### src/rtl/seq_alu_pkg.sv
`default_nettype none
// ============================================================================
// Module      : seq_alu_pkg
// Description : Shared definitions for the sequential ALU. These are the
//               opcode mnemonics (the legacy op_mne set extended with
//               OR/ADD/SUB/LSHN/RSHN/ROLN/RORN), the FSM state enum and the
//               default datapath width.
//               Optional feature macro: SEQ_ALU_ROTATE_EN (ROLN/RORN).
// Revision    : 1.0 - initial release
// ============================================================================
package seq_alu_pkg;

    // Default datapath width for seq_alu and its parity tree.
    localparam int unsigned SEQ_ALU_WIDTH = 8;

    // Opcodes. Codes 11..15 are unassigned and act as no-ops. ROLN/RORN are
    // also no-ops unless rotates are compiled in.
    typedef enum logic [3:0] {
        OP_AND  = 4'd0,
        OP_OR   = 4'd1,
        OP_XOR  = 4'd2,
        OP_ADD  = 4'd3,
        OP_SUB  = 4'd4,
        OP_LSH  = 4'd5,
        OP_RSH  = 4'd6,
        OP_LSHN = 4'd7,
        OP_RSHN = 4'd8,
        OP_ROLN = 4'd9,
        OP_RORN = 4'd10
    } op_mne;

    // Sequencer states.
    typedef enum logic [0:0] {
        ST_IDLE  = 1'b0,
        ST_SHIFT = 1'b1
    } state_e;

endpackage : seq_alu_pkg
`default_nettype wire

### src/rtl/seq_alu_parity.sv
`default_nettype none
// ============================================================================
// Module      : parity_tree
// Description : Combinational XOR reduction of a WIDTH-bit word.
//               o_parity = 1 when the word holds an odd number of ones.
// Revision    : 1.0 - initial release
// ============================================================================
module parity_tree
    import seq_alu_pkg::*;
#(
    parameter int WIDTH = SEQ_ALU_WIDTH
) (
    input  logic [WIDTH-1:0] i_data,
    output logic             o_parity
);

    // Reduction XOR; synthesis balances it into a log-depth tree.
    assign o_parity = ^i_data;

endmodule : parity_tree
`default_nettype wire

### src/rtl/seq_alu.sv
`default_nettype none
// ============================================================================
// Module      : seq_alu
// Description : Clocked ALU with a START/BUSY/DONE handshake. Logic and
//               arithmetic ops complete in one cycle. Multi-bit shifts and
//               rotates run one bit per cycle in the SHIFT state. Results and
//               flags (sc_out, zero, beven) stay registered until the next
//               completion.
//               Optional feature macro: SEQ_ALU_ROTATE_EN adds ROLN/RORN.
// Revision    : 1.0 - initial release
// ============================================================================
module seq_alu
    import seq_alu_pkg::*;
#(
    parameter  int WIDTH   = SEQ_ALU_WIDTH,
    localparam int SHAMT_W = $clog2(WIDTH)
) (
    input  logic             clk,
    input  logic             rst_n,
    input  logic             start,
    input  logic [3:0]       op,
    input  logic [WIDTH-1:0] inputa,
    input  logic [WIDTH-1:0] inputb,
    input  logic             sc_in,
    output logic [WIDTH-1:0] out,
    output logic             sc_out,
    output logic             zero,
    output logic             beven,
    output logic             busy,
    output logic             done
);

    localparam logic [0:0]         c_st_idle  = ST_IDLE;
    localparam logic [0:0]         c_st_shift = ST_SHIFT;
    localparam logic [SHAMT_W-1:0] c_cnt_one  = {{(SHAMT_W-1){1'b0}}, 1'b1};

    // Sequencer and shift datapath state
    logic [0:0]         r_state;
    logic [SHAMT_W-1:0] r_cnt;
    logic [WIDTH-1:0]   r_work;
    logic [3:0]         r_op;
    logic               r_fill;

    // Result registers
    logic [WIDTH-1:0]   r_out;
    logic               r_sc;
    logic               r_zero;
    logic               r_beven;
    logic               r_done;

    // Combinational results
    logic [SHAMT_W-1:0] w_n;
    logic [WIDTH:0]     w_sum;
    logic [WIDTH:0]     w_dif;
    logic [WIDTH-1:0]   w_res;
    logic               w_res_sc;
    logic               w_go_shift;
    logic [WIDTH-1:0]   w_step_work;
    logic               w_step_bit;
    logic               w_wr_en;
    logic [WIDTH-1:0]   w_wr_val;
    logic               w_wr_sc;
    logic               w_parity;

    assign w_n   = inputb[SHAMT_W-1:0];
    assign w_sum = {1'b0, inputa} + {1'b0, inputb}  + {{WIDTH{1'b0}}, sc_in};
    assign w_dif = {1'b0, inputa} + {1'b0, ~inputb} + {{WIDTH{1'b0}}, sc_in};

    // Decode a new request. Either produce the single-cycle result or flag
    // that a multi-cycle shift must be started.
    always_comb begin
        w_res      = '0;
        w_res_sc   = 1'b0;
        w_go_shift = 1'b0;
        case (op)
            OP_AND: w_res = inputa & inputb;
            OP_OR:  w_res = inputa | inputb;
            OP_XOR: w_res = inputa ^ inputb;
            OP_ADD: {w_res_sc, w_res} = w_sum;
            OP_SUB: {w_res_sc, w_res} = w_dif;
            OP_LSH: {w_res_sc, w_res} = {inputa, sc_in};
            OP_RSH: {w_res, w_res_sc} = {sc_in, inputa};
`ifdef SEQ_ALU_ROTATE_EN
            OP_LSHN, OP_RSHN, OP_ROLN, OP_RORN: begin
`else
            OP_LSHN, OP_RSHN: begin
`endif
                // A zero shift amount finishes at once with A passed through.
                if (w_n == '0) begin
                    w_res = inputa;
                end else begin
                    w_go_shift = 1'b1;
                end
            end
            default: begin
                w_res    = '0;
                w_res_sc = 1'b0;
            end
        endcase
    end

    // One-bit step of the working register for the latched shift/rotate op.
    always_comb begin
        w_step_work = r_work;
        w_step_bit  = 1'b0;
        case (r_op)
            OP_LSHN: {w_step_bit, w_step_work} = {r_work, r_fill};
            OP_RSHN: {w_step_work, w_step_bit} = {r_fill, r_work};
`ifdef SEQ_ALU_ROTATE_EN
            OP_ROLN: begin
                w_step_work = {r_work[WIDTH-2:0], r_work[WIDTH-1]};
                w_step_bit  = r_work[WIDTH-1];
            end
            OP_RORN: begin
                w_step_work = {r_work[0], r_work[WIDTH-1:1]};
                w_step_bit  = r_work[0];
            end
`endif
            default: begin
                w_step_work = r_work;
                w_step_bit  = 1'b0;
            end
        endcase
    end

    // Select what is committed to the result registers this cycle, if anything.
    always_comb begin
        w_wr_en  = 1'b0;
        w_wr_val = r_out;
        w_wr_sc  = r_sc;
        if (r_state == c_st_idle) begin
            if (start && !w_go_shift) begin
                w_wr_en  = 1'b1;
                w_wr_val = w_res;
                w_wr_sc  = w_res_sc;
            end
        end else if (r_cnt == c_cnt_one) begin
            w_wr_en  = 1'b1;
            w_wr_val = w_step_work;
            w_wr_sc  = w_step_bit;
        end
    end

    parity_tree #(
        .WIDTH (WIDTH)
    ) u_parity (
        .i_data   (w_wr_val),
        .o_parity (w_parity)
    );

    // Result and flag registers. They change only on a completion.
    always_ff @(posedge clk or negedge rst_n) begin
        if (!rst_n) begin
            r_out   <= '0;
            r_sc    <= 1'b0;
            r_zero  <= 1'b1;
            r_beven <= 1'b0;
            r_done  <= 1'b0;
        end else begin
            r_done <= w_wr_en;
            if (w_wr_en) begin
                r_out   <= w_wr_val;
                r_sc    <= w_wr_sc;
                r_zero  <= (w_wr_val == '0);
                r_beven <= w_parity;
            end
        end
    end

    // Sequencer. Accept a shift in IDLE, then step once per cycle until the
    // counter expires. Requests arriving while shifting are dropped.
    always_ff @(posedge clk or negedge rst_n) begin
        if (!rst_n) begin
            r_state <= c_st_idle;
            r_cnt   <= '0;
            r_work  <= '0;
            r_op    <= 4'd0;
            r_fill  <= 1'b0;
        end else begin
            case (r_state)
                c_st_idle: begin
                    if (start && w_go_shift) begin
                        r_state <= c_st_shift;
                        r_cnt   <= w_n;
                        r_work  <= inputa;
                        r_op    <= op;
                        r_fill  <= sc_in;
                    end
                end
                default: begin
                    r_work <= w_step_work;
                    r_cnt  <= r_cnt - c_cnt_one;
                    if (r_cnt == c_cnt_one) begin
                        r_state <= c_st_idle;
                    end
                end
            endcase
        end
    end

    assign out    = r_out;
    assign sc_out = r_sc;
    assign zero   = r_zero;
    assign beven  = r_beven;
    assign done   = r_done;
    assign busy   = (r_state == c_st_shift);

endmodule : seq_alu
`default_nettype wire

### config.mk
export PLATFORM = sky130hd
export DESIGN_NAME = seq_alu
export DESIGN_NICKNAME = d
export VERILOG_FILES = /design/src/rtl/seq_alu_pkg.sv /design/src/rtl/seq_alu_parity.sv /design/src/rtl/seq_alu.sv
export SDC_FILE = /design/constraint.sdc
export NUM_CORES = 1
export LEC_CHECK = 0
export ABC_CLOCK_PERIOD_IN_PS = 5780
export CAP_MARGIN = 15
export CORE_MARGIN = 2
export CORE_UTILIZATION = 40
export DETAILED_ROUTE_END_ITERATION = 8
export SLEW_MARGIN = 25
export SYNTH_ARGS = -nofsm -noshare
export SYNTH_HDL_FRONTEND = slang
export SYNTH_SLANG_ARGS = --single-unit
export TNS_END_PERCENT = 30
### constraint.sdc
create_clock -name clk -period 5.78 [get_ports clk]
set_clock_uncertainty 0.05 [all_clocks]
set_input_delay 0.867 -clock clk [delete_from_list [all_inputs] [get_ports clk]]
set_output_delay 0.867 -clock clk [all_outputs]
set_load 0.01 [all_outputs]
==> metrics.cfg <==
[worst_setup_path]
crit_path_start = inputa[1]
worst_setup_path_start_kind = input port
cpLargestDelayFamily = compound AO/OA/AOI/OAI gates
r2r_start = busy$_DFF_PN0_
cpPeakStageDelay_ns = 0.67
crit_type = input port to flop
required_ns = 5.87
cp_max_fo = 7
path_cells = clkdlybuf4s50_1 > inv_1 > ha_1 > or2_2 > a221oi_1 > mux2_2 > o21ai_0 > o211a_1 > o21a_1 > ha_1 > xnor2_1 > xnor2_1 > o21ai_0
crit_path_end_kind = flop
arrival_ns = 4.39
critPathSlowestCell = clkdlybuf4s50_1
cp_num_buf_inv = 2
reg2reg_depth = 8
r2r_end = beven$_DFFE_PN0P_
r2r_slack_ns = 2.64

[cells_and_area]
antennaDiodeCount = 0
syn2layout_area_growth_pct = 14.7
multi_input_area_um2 = 2200
fin_area_um2 = 3640
drive_above_1_share_pct = 6.51
fill_cells = 772
final_nets = 472
ff_latch_area_um2 = 727

[power]
p_clk_share_pct = 14.1
p_sw_share_pct = 41.8
p_seq_share_pct = 34.0
p_int_mw = 0.658
power.switching_mw = 0.472
irDropWorstVdd_uv = 102
finalPower_mw = 1.13
power.leakage_nw = 1.60
p_comb_share_pct = 51.9
power.density_nw_per_um2 = 310

[sta]
finalHoldViolCount = 0
period_share_pct = 74.5
max-slew-margin-rel_pct = 35.3
setup_slack_ns = 1.48
finalCriticalPeriod_ns = 4.30
worst_slew_pin_slew_ns = 0.962
final_max_slew_viol_count = 0
rsz0062_at_grt = false
setup_tns_ns = 0
final-setup-viol-count = 0
fmaxAchievable_mhz = 232

[logic_synthesis]
yosysSeqAreaShare_pct = 22.9
synth-edff-count = 0
ys_seq_elements = 29
synth-main-ff-cell = dfrtp_1
async_reset_ff_share_pct = 100
synth_area_um2 = 3170
synthDistinctLibCells = 63
ys_warn_count = 0
syn_avg_cell_area_um2 = 8.16
syn_inst = 389
syn_nets = 447

[run_status]
status = completed

[die]
fp.dieW_um = 93.1
io_pins = 37
start_util_pct = 41.1
coreArea_um2 = 7730
die_area_um2 = 8660
die_h_um = 93.1
rows = 32

[clock_tree]
cts_buffer_depth = 2
clock-sinks = 29
htreeDepth = 2
cts-root-buf = clkbuf_8
clkLatencyLatePin_ns = 0.28
cts_hold_buf = 0
path_clk_slew_ns = 0.06
cts_tree = built
post_cts_buffers = 0
cts-buffers-inserted = 5
post_cts_resized = 0

[global_routing]
track_usage_pct = 22.1
grt_pass1_vias = 2790
antenna_found_initial = 0
grt_pass1_wl_um = 15000
grt_overflow_total = 0
grt_max_degree = 30

[hold_path]
min_path_type = flop to flop
min-delay-start = zero$_DFFE_PN1P_
hold-path-endpoint = zero$_DFFE_PN1P_
hold_path_depth = 2

[place]
place.gp.congestion = 0.882
placed_cell_area_um2 = 3560
portBuffers = 36
pre_cts_ws_ns = 1.20
hpwl_um = 7090

[routing]
vias = 2987
drc = 0
viasPerCell = 5.78
routed_wl_um = 9110
drt_iter0_markers = 172
wire_per_inst_um = 17.6
ant_nets = 0
dr.pass1.iters = 4

[job]
maxCapViolCount = 0

flip-flops by register name (all words and copies together), names as in the netlist:
register and flops:
r_cnt 3, sc_out 1, beven 1, r_work 8, busy 1, done 1
out 8, r_fill 1, r_op 4, zero 1
layout make-up:
class | count | share of cell area (%)
repair buffers | 40 | 10.7
flip-flops and latches | 29 | 20.0
clock buffers | 8 | 2.20
multi-input cells | 307 | 60.4
inverters | 31 | 3.20
well taps | 102 | 3.51
cells in the final DEF, fill, tap and decap left out, types with 6 or more instances in the layout:
cell and count:
ha_1 30, a21oi_1 24, o21ai_0 18, nand2b_1 6
xnor2_1 8, o21ai_1 11, nor2b_1 8, inv_1 31
dfrtp_1 28, a221oi_1 7, nor3_1 6, nand3_1 9
o21a_1 7, clkdlybuf4s50_1 36, nor2_1 26, a22oi_1 15
nand2_1 43
per-layer routing:
metal / global-route usage, % / share of wire (%) / vias to the layer above
met3: 1.85 / 3.7 / 18
met5: 0 / 0 / -
met4: 6.62 / 2.7 / 0
li1: - / - / 1463
met1: 32.1 / 48 / 1422
met2: 34.8 / 46 / 84
through the flow:
| step | utilization, % | hold WS (ns) | std cells |
|---|---|---|---|
| 5_1_grt | 47.1 | 0.484 | 517 |
| 4_1_cts | 47.1 | 0.454 | 517 |
| 2_1_floorplan | - | 0.423 | 389 |
| 6_report | 47.1 | 0.447 | 517 |
| 3_3_place_gp | 46.1 | 0.450 | 509 |
| 3_5_place_dp | 46.1 | 0.445 | 509 |
cells by family after synthesis:
group / after synthesis / share of synthesized area, %
buffers and inverters: 53 / 7.84
AOI/OAI and AO/OA: 126 / 27.9
xor gates and xnor gates: 10 / 2.76
muxes: 9 / 3.00
DFF: 29 / 22.9
adders and majority gates: 34 / 14.3
and+or+nand+nor: 128 / 21.3
Yosys cell counts (7+ instances only):
cell | instances | area (µm²)
nand2_1 | 43 | 161
clkbuf_1 | 10 | 37.5
nand3_1 | 9 | 45.0
a22oi_1 | 15 | 113
a221oi_1 | 7 | 61.3
a21oi_1 | 24 | 120
o21ai_0 | 18 | 90.1
ha_1 | 30 | 375
nor2b_1 | 8 | 50.1
dfrtp_1 | 28 | 701
o21a_1 | 7 | 52.6
inv_1 | 31 | 116
xnor2_1 | 8 | 70.1
nor2_1 | 26 | 97.6
o21ai_1 | 11 | 55.1
tightest hold or removal path, cell delays in order (launching register included):
cell and delay, ns:
dfstp_2 0.37, nand2_1 0.04, o21ai_0 0.08
power groups by stage:
stage | clock network, mW | logic, mW | registers (mW)
floorplan | 0 | 0.407 | 0.363
global placement | 0 | 0.578 | 0.385
detailed placement | 0 | 0.588 | 0.387
CTS | 0.160 | 0.589 | 0.384
global route | 0.170 | 0.662 | 0.396
finish | 0.160 | 0.586 | 0.384
how the worst max path moves through the flow:
stage                         to  slack (ns)  cells after the start
3_3_place_gp   beven$_DFFE_PN0P_        1.22                     13
4_1_cts        beven$_DFFE_PN0P_        1.48                     13
6_report       beven$_DFFE_PN0P_        1.48                     13
2_1_floorplan  beven$_DFFE_PN0P_        2.28                     12
5_1_grt        beven$_DFFE_PN0P_        1.16                     15
3_5_place_dp   beven$_DFFE_PN0P_        1.20                     13
No activity file was read; power rests on OpenSTA's default activity.
